### src/rtl/ph_pkg.sv
// ph_pkg
//  Shared definitions for the parasite-to-host byte FIFO.
//  Contents:
//   ph_state_t     block-mode FSM state {PH_FILL, PH_DRAIN}
//   PH_RESET_DATA  value shown on h_data after reset/flush and before the first pop
package ph_pkg;

    typedef enum logic {
        PH_FILL  = 1'b0,
        PH_DRAIN = 1'b1
    } ph_state_t;

    localparam logic [7:0] PH_RESET_DATA = 8'hAA;

endpackage : ph_pkg

### src/rtl/ph_fifo_ram.sv
// ph_fifo_ram
//  DEPTH x WIDTH storage for ph_fifo_n. Synchronous write, asynchronous read.
//  Contents are not reset.
//  Ports:
//   clk    in   1      clock
//   we     in   1      write enable
//   waddr  in   AW     write address
//   wdata  in   WIDTH  write data
//   raddr  in   AW     read address
//   rdata  out  WIDTH  combinational read data at raddr
module ph_fifo_ram #(
    parameter int WIDTH = 8,
    parameter int DEPTH = 4,
    localparam int AW   = $clog2(DEPTH)
) (
    input  logic             clk,
    input  logic             we,
    input  logic [AW-1:0]    waddr,
    input  logic [WIDTH-1:0] wdata,
    input  logic [AW-1:0]    raddr,
    output logic [WIDTH-1:0] rdata
);

    logic [WIDTH-1:0] mem [DEPTH];

    always_ff @(posedge clk) begin
        if (we) begin
            mem[waddr] <= wdata;
        end
    end

    assign rdata = mem[raddr];

endmodule : ph_fifo_ram

### src/rtl/ph_fifo_n.sv
// ph_fifo_n
//  Parasite-to-host byte FIFO for the tube's high-speed block channel.
//  The parasite writes bytes, the host reads them.
//   one_byte_mode=1: behaves as a single latch (full/available as soon as one byte is held).
//   one_byte_mode=0: block mode; status holds until a whole DEPTH-byte block has
//                    been written (FILL->DRAIN) or completely read (DRAIN->FILL).
//  Optional feature macro: PH_FIFO_STATUS_EN adds h_level, overflow and underflow.
//  Ports:
//   clk                     in   1      system clock
//   h_rst_b                 in   1      asynchronous active-low reset
//   one_byte_mode           in   1      1 = one-byte mode, 0 = block mode (applies from next cycle)
//   p_we                    in   1      parasite write strobe
//   p_data                  in   WIDTH  parasite write data
//   h_re                    in   1      host read strobe (pops on this edge)
//   h_flush                 in   1      synchronous clear, overrides p_we/h_re
//   h_data                  out  WIDTH  head byte, or last popped byte when empty
//   h_data_available        out  1      host may read
//   h_zero_bytes_available  out  1      FIFO empty
//   p_full                  out  1      parasite must not write
//   h_level                 out  CNT_W  occupancy            (PH_FIFO_STATUS_EN)
//   overflow                out  1      sticky rejected write (PH_FIFO_STATUS_EN)
//   underflow               out  1      sticky rejected read  (PH_FIFO_STATUS_EN)
//
//  Strobe handshake: p_we and h_re are single-cycle requests. A write is accepted
//  on the edge where p_we=1 and p_full=0; a read is accepted on the edge where
//  h_re=1 and h_data_available=1. Any other strobe is rejected with no state change.
//  The two permits are never both asserted with an accept of the other, so a
//  write and a read never both take effect on one edge.
module ph_fifo_n
    import ph_pkg::*;
#(
    parameter int WIDTH = 8,
    parameter int DEPTH = 4
) (
    input  logic                    clk,
    input  logic                    h_rst_b,
    input  logic                    one_byte_mode,
    input  logic                    p_we,
    input  logic [WIDTH-1:0]        p_data,
    input  logic                    h_re,
    input  logic                    h_flush,
    output logic [WIDTH-1:0]        h_data,
    output logic                    h_data_available,
    output logic                    h_zero_bytes_available,
    output logic                    p_full
`ifdef PH_FIFO_STATUS_EN
    ,
    output logic [$clog2(DEPTH):0]  h_level,
    output logic                    overflow,
    output logic                    underflow
`endif
);

    localparam int CNT_W = $clog2(DEPTH) + 1;
    localparam int AW    = $clog2(DEPTH);

    logic [AW-1:0]    wp;
    logic [AW-1:0]    rp;
    logic [CNT_W-1:0] count;
    logic [CNT_W-1:0] count_next;
    logic [WIDTH-1:0] last;
    logic [WIDTH-1:0] ram_rdata;
    logic             mode_q;
    ph_state_t        state;
    ph_state_t        state_next;
    logic             wr_ok;
    logic             rd_ok;

    // Mode is registered so a change applies from the following cycle.
    always_comb begin
        if (mode_q) begin
            p_full           = (count != '0);
            h_data_available = (count != '0);
        end else begin
            p_full           = (state == PH_DRAIN);
            h_data_available = (state == PH_DRAIN);
        end
    end

    assign h_zero_bytes_available = (count == '0);
    assign h_data                 = (count != '0) ? ram_rdata : last;

    assign wr_ok = p_we & ~p_full & ~h_flush;
    assign rd_ok = h_re & h_data_available & ~h_flush;

    always_comb begin
        count_next = count;
        if (wr_ok) begin
            count_next = count + CNT_W'(1);
        end else if (rd_ok) begin
            count_next = count - CNT_W'(1);
        end
    end

    // In one-byte mode the block state shadows the occupancy, so that on
    // return to block mode a full FIFO resumes in DRAIN and anything else in FILL.
    always_comb begin
        state_next = state;
        if (mode_q) begin
            state_next = (count_next == CNT_W'(DEPTH)) ? PH_DRAIN : PH_FILL;
        end else begin
            case (state)
                PH_FILL:  if (count_next == CNT_W'(DEPTH)) state_next = PH_DRAIN;
                PH_DRAIN: if (count_next == '0)            state_next = PH_FILL;
                default:                                    state_next = PH_FILL;
            endcase
        end
    end

    always_ff @(posedge clk or negedge h_rst_b) begin
        if (!h_rst_b) begin
            mode_q <= 1'b0;
            state  <= PH_FILL;
            count  <= '0;
            wp     <= '0;
            rp     <= '0;
            last   <= WIDTH'(PH_RESET_DATA);
        end else begin
            mode_q <= one_byte_mode;
            if (h_flush) begin
                state <= PH_FILL;
                count <= '0;
                wp    <= '0;
                rp    <= '0;
                last  <= WIDTH'(PH_RESET_DATA);
            end else begin
                state <= state_next;
                count <= count_next;
                if (wr_ok) begin
                    wp <= wp + AW'(1);
                end
                if (rd_ok) begin
                    rp   <= rp + AW'(1);
                    last <= ram_rdata;
                end
            end
        end
    end

`ifdef PH_FIFO_STATUS_EN
    assign h_level = count;

    always_ff @(posedge clk or negedge h_rst_b) begin
        if (!h_rst_b) begin
            overflow  <= 1'b0;
            underflow <= 1'b0;
        end else if (h_flush) begin
            overflow  <= 1'b0;
            underflow <= 1'b0;
        end else begin
            if (p_we && p_full) begin
                overflow <= 1'b1;
            end
            if (h_re && !h_data_available) begin
                underflow <= 1'b1;
            end
        end
    end
`endif

    ph_fifo_ram #(
        .WIDTH (WIDTH),
        .DEPTH (DEPTH)
    ) u_ram (
        .clk   (clk),
        .we    (wr_ok),
        .waddr (wp),
        .wdata (p_data),
        .raddr (rp),
        .rdata (ram_rdata)
    );

endmodule : ph_fifo_n

### config.mk
export PLATFORM = sky130hd
export DESIGN_NAME = ph_fifo_n
export DESIGN_NICKNAME = d
export VERILOG_FILES = /design/src/rtl/ph_pkg.sv /design/src/rtl/ph_fifo_ram.sv /design/src/rtl/ph_fifo_n.sv
export SDC_FILE = /design/constraint.sdc
export NUM_CORES = 1
export LEC_CHECK = 0
export ABC_AREA = 1
export CAP_MARGIN = 0
export CELL_PAD_IN_SITES_DETAIL_PLACEMENT = 0
export CELL_PAD_IN_SITES_GLOBAL_PLACEMENT = 1
export CORE_ASPECT_RATIO = 0.8
export CORE_UTILIZATION = 40
export CTS_CLUSTER_DIAMETER = 30
export DETAILED_ROUTE_END_ITERATION = 8
export GPL_ROUTABILITY_DRIVEN = 0
export PLACE_DENSITY = 0.73
export SYNTH_ARGS = -nofsm -noshare
export SYNTH_HDL_FRONTEND = slang
export SYNTH_HIERARCHICAL = 1
export SYNTH_SLANG_ARGS = --single-unit
### constraint.sdc
create_clock -name clk -period 2.8 [get_ports clk]
set_input_delay 0.56 -clock clk [delete_from_list [all_inputs] [get_ports clk]]
set_output_delay 0.56 -clock clk [all_outputs]
set_load 0.05 [all_outputs]
=== After elaboration in Yosys (flattened, before gate mapping) ===
Memories as Yosys holds them, arrays and structs flattened.
Cells that the tools add are included.

* Input port bits: 14
* Register bits: 17
* Memory bits (writable): 32
* ROM bits: 0
* Logic and storage cells: 42
* Bits in latches: 0
* Output and inout bits: 11
* Memories kept: 1

* Shift operators: 0
* Divide/modulo/power cells: 0
* Multipliers: 0
* Bitwise operators: 7
* Multiplexer cells: 18
* Add/subtract/negate cells: 4
* Equality and inequality tests: 1
* Reduce and logical (&&, ||, !) cells: 5
* $lt $le $gt $ge: 0

{| class="wikitable"
|+ Memory list
! name !! depth !! bits a word !! rd ports !! clocked after memory_dff !! write ports !! RTL line !! text
|-
| u_ram.mem || 4 || 8 || 1 || 0 || 1 || ph_fifo_ram.sv:24 || <nowiki>logic [WIDTH-1:0] mem [DEPTH];</nowiki>
|}

{| class="wikitable"
|+ Operators by type and width
! operator !! count
|-
| $mux W8 || 3
|-
| $mux W3 || 3
|-
| $mux W2 || 4
|-
| $mux W1 || 7
|-
| $logic_not A3 Y1 || 2
|-
| $add A2 B1 Y2 const B || 2
|-
| $and A1 B1 Y1 || 4
|-
| $reduce_bool A2 Y1 || 2
|-
| $add A3 B1 Y3 const B || 1
|-
| $eq A3 B3 Y1 const B || 1
|-
| $not A1 Y1 || 3
|-
| $reduce_bool A3 Y1 || 1
|-
| $sub A3 B1 Y3 const B || 1
|-
| $pmux W1 S2 || 1
|}

=== Depth between registers and ports, before layout ===
* Depth in word-level cells: 11
* Gate-level depth with buffers: 13
* Mapped depth without buffers: 13

=== Cells and area by module ===
Netlist, hierarchy kept.

{| class="wikitable"
|+ By module, submodules not included
! module !! sequential area each (um^2) !! cells an instance !! area an instance (um^2) !! instances
|-
| ph_fifo_ram || 960.9 || 133 || 1387.6 || 1
|-
| ph_fifo_n || 430.4 || 117 || 942.2 || 1
|}

=== Least setup slack after synthesis ===
Ideal clock, no wire load.

* Path kind: register to output
* Start: register count[0]
* End: output h_data[0]
* Buffers on the path: 1
* Data required time: 2.240 ns
* Data arrival time: 2.023 ns
* Cell stages (with the launch flop): 6
* Setup slack: 0.217 ns
* Cells stage by stage: dfrtp_1 inv_1 ha_1 nand2_4 clkbuf_1 o21ai_0

* Longest elaborated chain between the ends: 2

{| class="wikitable"
|+ Ends and longest elaborated chain
! item !! RTL line !! text
|-
| from (decl) || ph_fifo_n.sv:59 || <nowiki>logic [CNT_W-1:0] count;</nowiki>
|-
| from (signal assigned) || ph_fifo_n.sv:128 || <nowiki>count <= count_next;</nowiki>
|-
| $reduce_bool A3 Y1 || ph_fifo_n.sv:81 || <nowiki>assign h_data = (count != '0) ? ram_rdata : last;</nowiki>
|-
| $mux W8 || ph_fifo_n.sv:81 ||
|-
| to (decl) || ph_fifo_n.sv:42 || <nowiki>output logic [WIDTH-1:0] h_data,</nowiki>
|}

Every way passes these cells.

=== Final worst setup path ===
* Start: register count[0]
* End: output p_full

* Longest elaborated chain between the ends: 2

{| class="wikitable"
|+ Ends and longest elaborated chain
! item !! RTL line !! text
|-
| $reduce_bool A3 Y1 || ph_fifo_n.sv:72 || <nowiki>p_full = (count != '0);</nowiki>
|-
| $mux W1 || ph_fifo_n.sv:71 || <nowiki>if (mode_q) begin</nowiki>
|-
| to (decl) || ph_fifo_n.sv:45 || <nowiki>output logic p_full</nowiki>
|}

Every way passes these cells.

==> impl.org <==
** Hold path
- Worst min-delay path category :: reg -> reg

** Global routing
- The number of global-route vias before repair is ~1500.
- The first global-routing pass estimated about 7.4 mm of wire.
- Total Routing Usage GR :: 0.1606
- Congestion Overflow GR :: 0
- Entering global routing, the biggest net connects 18 pins.
- The initial antenna violation count was 0.

** CTS
- TritonCTS built the clock tree.
- Clock buffer count from CTS :: 5
- Number of clock sinks :: slightly below 50
- Clock-pin slew was measured on the worst setup and hold paths at 0.09 ns.
- Clock latency of the later-clocked register in the worst-skew pair :: ~0.30 ns
- Number of buffers on the longest clock path :: 2
- Buffers inserted to repair hold after CTS numbered 0.
- CTS Root Buffer Type :: clkbuf_8
- Buffers inserted by post-CTS timing repair :: 0
- Number of resized instances in the post-cts repair step :: 0
- H-tree level count :: 2

** STA
- Static timing analysis puts the maximum clock frequency at around 390 MHz.
- In the finished design, the share of the clock period the worst path needs comes to 0.9248.
- After layout, the worst setup slack is between 0.2 and 0.25 ns.
- Min Clock Period, post-route :: ~2.6 ns
- Setup violations remaining at the end of the flow were counted as 0.
- Worst Tran Pin Value :: 0.7589 ns
- Hold violation total from the final report :: 0
- Setup total negative slack on the finished layout was measured at 0 ns.
- Max-Slew Margin vs Limit :: 0.4925
- Worst hold slack :: approximately 0.48 ns
- RSZ-0062 raised after global routing :: false
- Max-slew violation count :: 0
- Setup clock skew after layout :: 0.006926 ns

** Setup path
- For this run, the slowest stage of the critical path takes roughly 0.8 ns.
- In this design, the critical path's most frequently occurring cell is nand2_4.
- CP endpoint kind :: output pin
- Worst endpoint required time :: between 2 and 2.5 ns
- Arrival time reported for the critical path endpoint :: between 2 and 2.5 ns
- STA classifies the critical path startpoint as a register.
- The largest individual stage delay along the critical path comes from the cell clkdlybuf4s50_1.
- Largest fanout on the critical path :: 5
- Type of the worst setup path :: reg -> out
- Traced cell by cell, the critical path runs through inv_1 -> ha_1 -> nand2_4 -> nand2_4 -> nand2_4 -> clkdlybuf4s50_1.

** Power and ir drop
- Switching share of power :: 0.3429
- Of the total power, registers draw 0.482.
- The worst-case IR drop observed on VDD is approximately 260 µV.
- Power spread over the standard cell area amounts to approximately 640 nW/µm².
- In this run the static leakage power is between 1 and 1.5 nW.
- For this design the total switching power over the nets is 0.5959 mW.
- Design internal power :: approximately 1.1 mW
- Of the total power, the clock network draws 0.231.
- Of the total power, combinational logic draws 0.287.

** Routing
- Uppermost layer routed :: met4
- Post-route DRC violation count :: 0
- The pre-antenna-repair detailed-routing pass consisted of 4 iterations.
- The final layout contains routed wiring with a total length of around 4.3 mm.
- DRT met1 WL :: 2.198 mm
- Routed wl met2 :: 1.923 mm
- Dividing the detail-routed wire length by the instance count gives roughly 12 µm.
- After the first detailed-routing iteration, the DRC count stood at just under 60.
- Final antenna-violating net count :: 0
- Detailed routing placed a total of approximately 130 µm of wire on met3.
- Vias per std cell :: around 4.4
- Detailed routing inserted a total of roughly 1600 vias.

** Placement
- After detailed placement, the design holds a cell count of ~350.
- Number of buffer cells added on primary ports :: 24
- OpenSTA, run right after detailed placement, puts the worst setup slack at between 0.5 and 0.6 ns.
- Once detailed placement completed, the half-perimeter wirelength came to 3.140 mm.

** Status
- The flow ran to the end, and the final reports show no timing, DRC or antenna violations.

** Logic synthesis
- Averaged over all synthesized cells, the footprint is roughly 9.3 µm².
- After synthesis the netlist holds a flip-flop and latch count of slightly below 50.
- For this run, the number of Yosys warnings is 6.
- Largest cells by area after synthesis :: edfxtp_1 41%, dfrtp_1 14%, nand2_1 11%
- Sequential element share of the synthesized area :: 0.5972
- Cell type with the highest aggregate area in the netlist :: edfxtp_1
- Cell area after synthesis :: 2330 µm²
- After synthesis, the share of flip-flops with an asynchronous set or reset is 0.3469.
- Number of flops mapped to enable cells by yosys :: 32
- Most repeated cell in the gate-level netlist after synthesis :: nand2_1
- Number of distinct library cell variants in the gate-level netlist after synthesis :: 25
- The commonest cells after synthesis are 66 x nand2_1, 53 x inv_1, 32 x edfxtp_1.
- The share of synthesized area in the top cell type comes to 0.4125.
- Synthesis produced 250 cells.
- The number of nets in the synthesized netlist is 267.
- In the synthesized netlist the dominant register cell turns out to be edfxtp_1.

** Cells and area
- In the final layout, the share of cells above drive strength 1 is 0.1454.
- Diode insertion count for antenna repair :: 0
- Synthesis-to-layout area growth :: 17.29%
- The finished layout holds 360 standard cells, fillers aside.
- In the final design database the tool counted approximately 300 nets.

** Floorplanning
- Core ar. :: ~5500 µm²
- Initial core utilization :: 0.4216
- The die covers about 6100 µm².
- Pin placement for this block handled 25 I/O pins.
- After floorplanning, the core was divided into 24 placement rows.
- Die Width :: 87.33 µm
- The floorplan step set the die height to 70.26 µm.

** Flow run
- Max-capacitance violation count :: 0
## stage by stage
step	power [mW]	util	cell area, µm²
2_1_floorplan	1.205	-	2330
3_3_place_gp	1.359	0.4789	2646
3_5_place_dp	1.358	0.4789	2646
4_1_cts	1.760	0.4946	2733
5_1_grt	1.835	0.4946	2733
6_report	1.738	0.4946	2733
## power groups by stage
stage | Combinational [mW] | Sequential [mW] | Clock (mW)
final | 0.498 | 0.837 | 0.402
after floorplan | 0.359 | 0.846 | 0
after CTS | 0.506 | 0.838 | 0.417
after detailed placement | 0.504 | 0.853 | 0
after global routing | 0.546 | 0.843 | 0.447
after global placement | 0.506 | 0.853 | 0
## worst max-delay path, delay by kind of cell, from the launching register on
kind	cells	cell delay, ns
and+or+nand+nor	3	0.25
adders and majority gates	1	0.24
buffers and inverters	2	0.88
DFF	1	0.37
## registers in the layout (all words and copies together) (netlist names)
register,count
u_ram/mem,32
last,8
count,3
rp,2
wp,2
mode_q,1
state,1
## cell usage in the layout (no fill, tap or decap), drive strengths merged
cell type,n
a21oi,9
buf,14
clkbuf,5
clkdlybuf4s50,16
clkinv,3
clkinvlp,1
dfrtp,13
dfstp,4
edfxtp,32
ha,3
inv,57
nand2,72
nand3,22
nand4,2
nor2,11
nor3,4
o21ai,14
## final cells by class
type / count / area [µm²]
Tap cell: 78 / 97.59
Inverter: 58 / 224.0
Clock buffer: 5 / 68.82
Fill cell: 546 / 2793
Sequential cell: 49 / 1391
Timing Repair Buffer: 30 / 265.3
Multi-Input combinational cell: 137 / 668.1
Clock inverter: 3 / 17.52
## path summary, 6_finish.rpt
| path | startpoint | end | slack [ns] | cells after the start |
|---|---|---|---|---|
| min in group asynchronous | h_rst_b | last[0] | 0.70 | 1 |
| setup / recovery | count[0] | p_full | 0.21 | 6 |
| hold reg to reg | last[5] | last[5] | 0.48 | 2 |
| max in group asynchronous | h_rst_b | wp[1] | 1.62 | 1 |
| hold / removal | last[5] | last[5] | 0.48 | 2 |
| setup reg to reg | count[0] | u_ram/mem[3][3] | 1.01 | 9 |
## kinds of logic after synthesis
group	Yosys count	synth area share
AND/OR/NAND/NOR	111	0.2213
buffers and inverters	64	0.1160
flip-flops	49	0.5972
AO/OA/AOI/OAI	23	0.04941
adder cells (fa/ha/maj)	3	0.01611
## routing by layer
layer,global-route usage,vias up
met5,0,-
met4,0.04372,0
met3,0.03546,2
met2,0.2370,17
met1,0.2378,715
li1,-,839
Note: power is estimated with default switching activity, not from simulation.
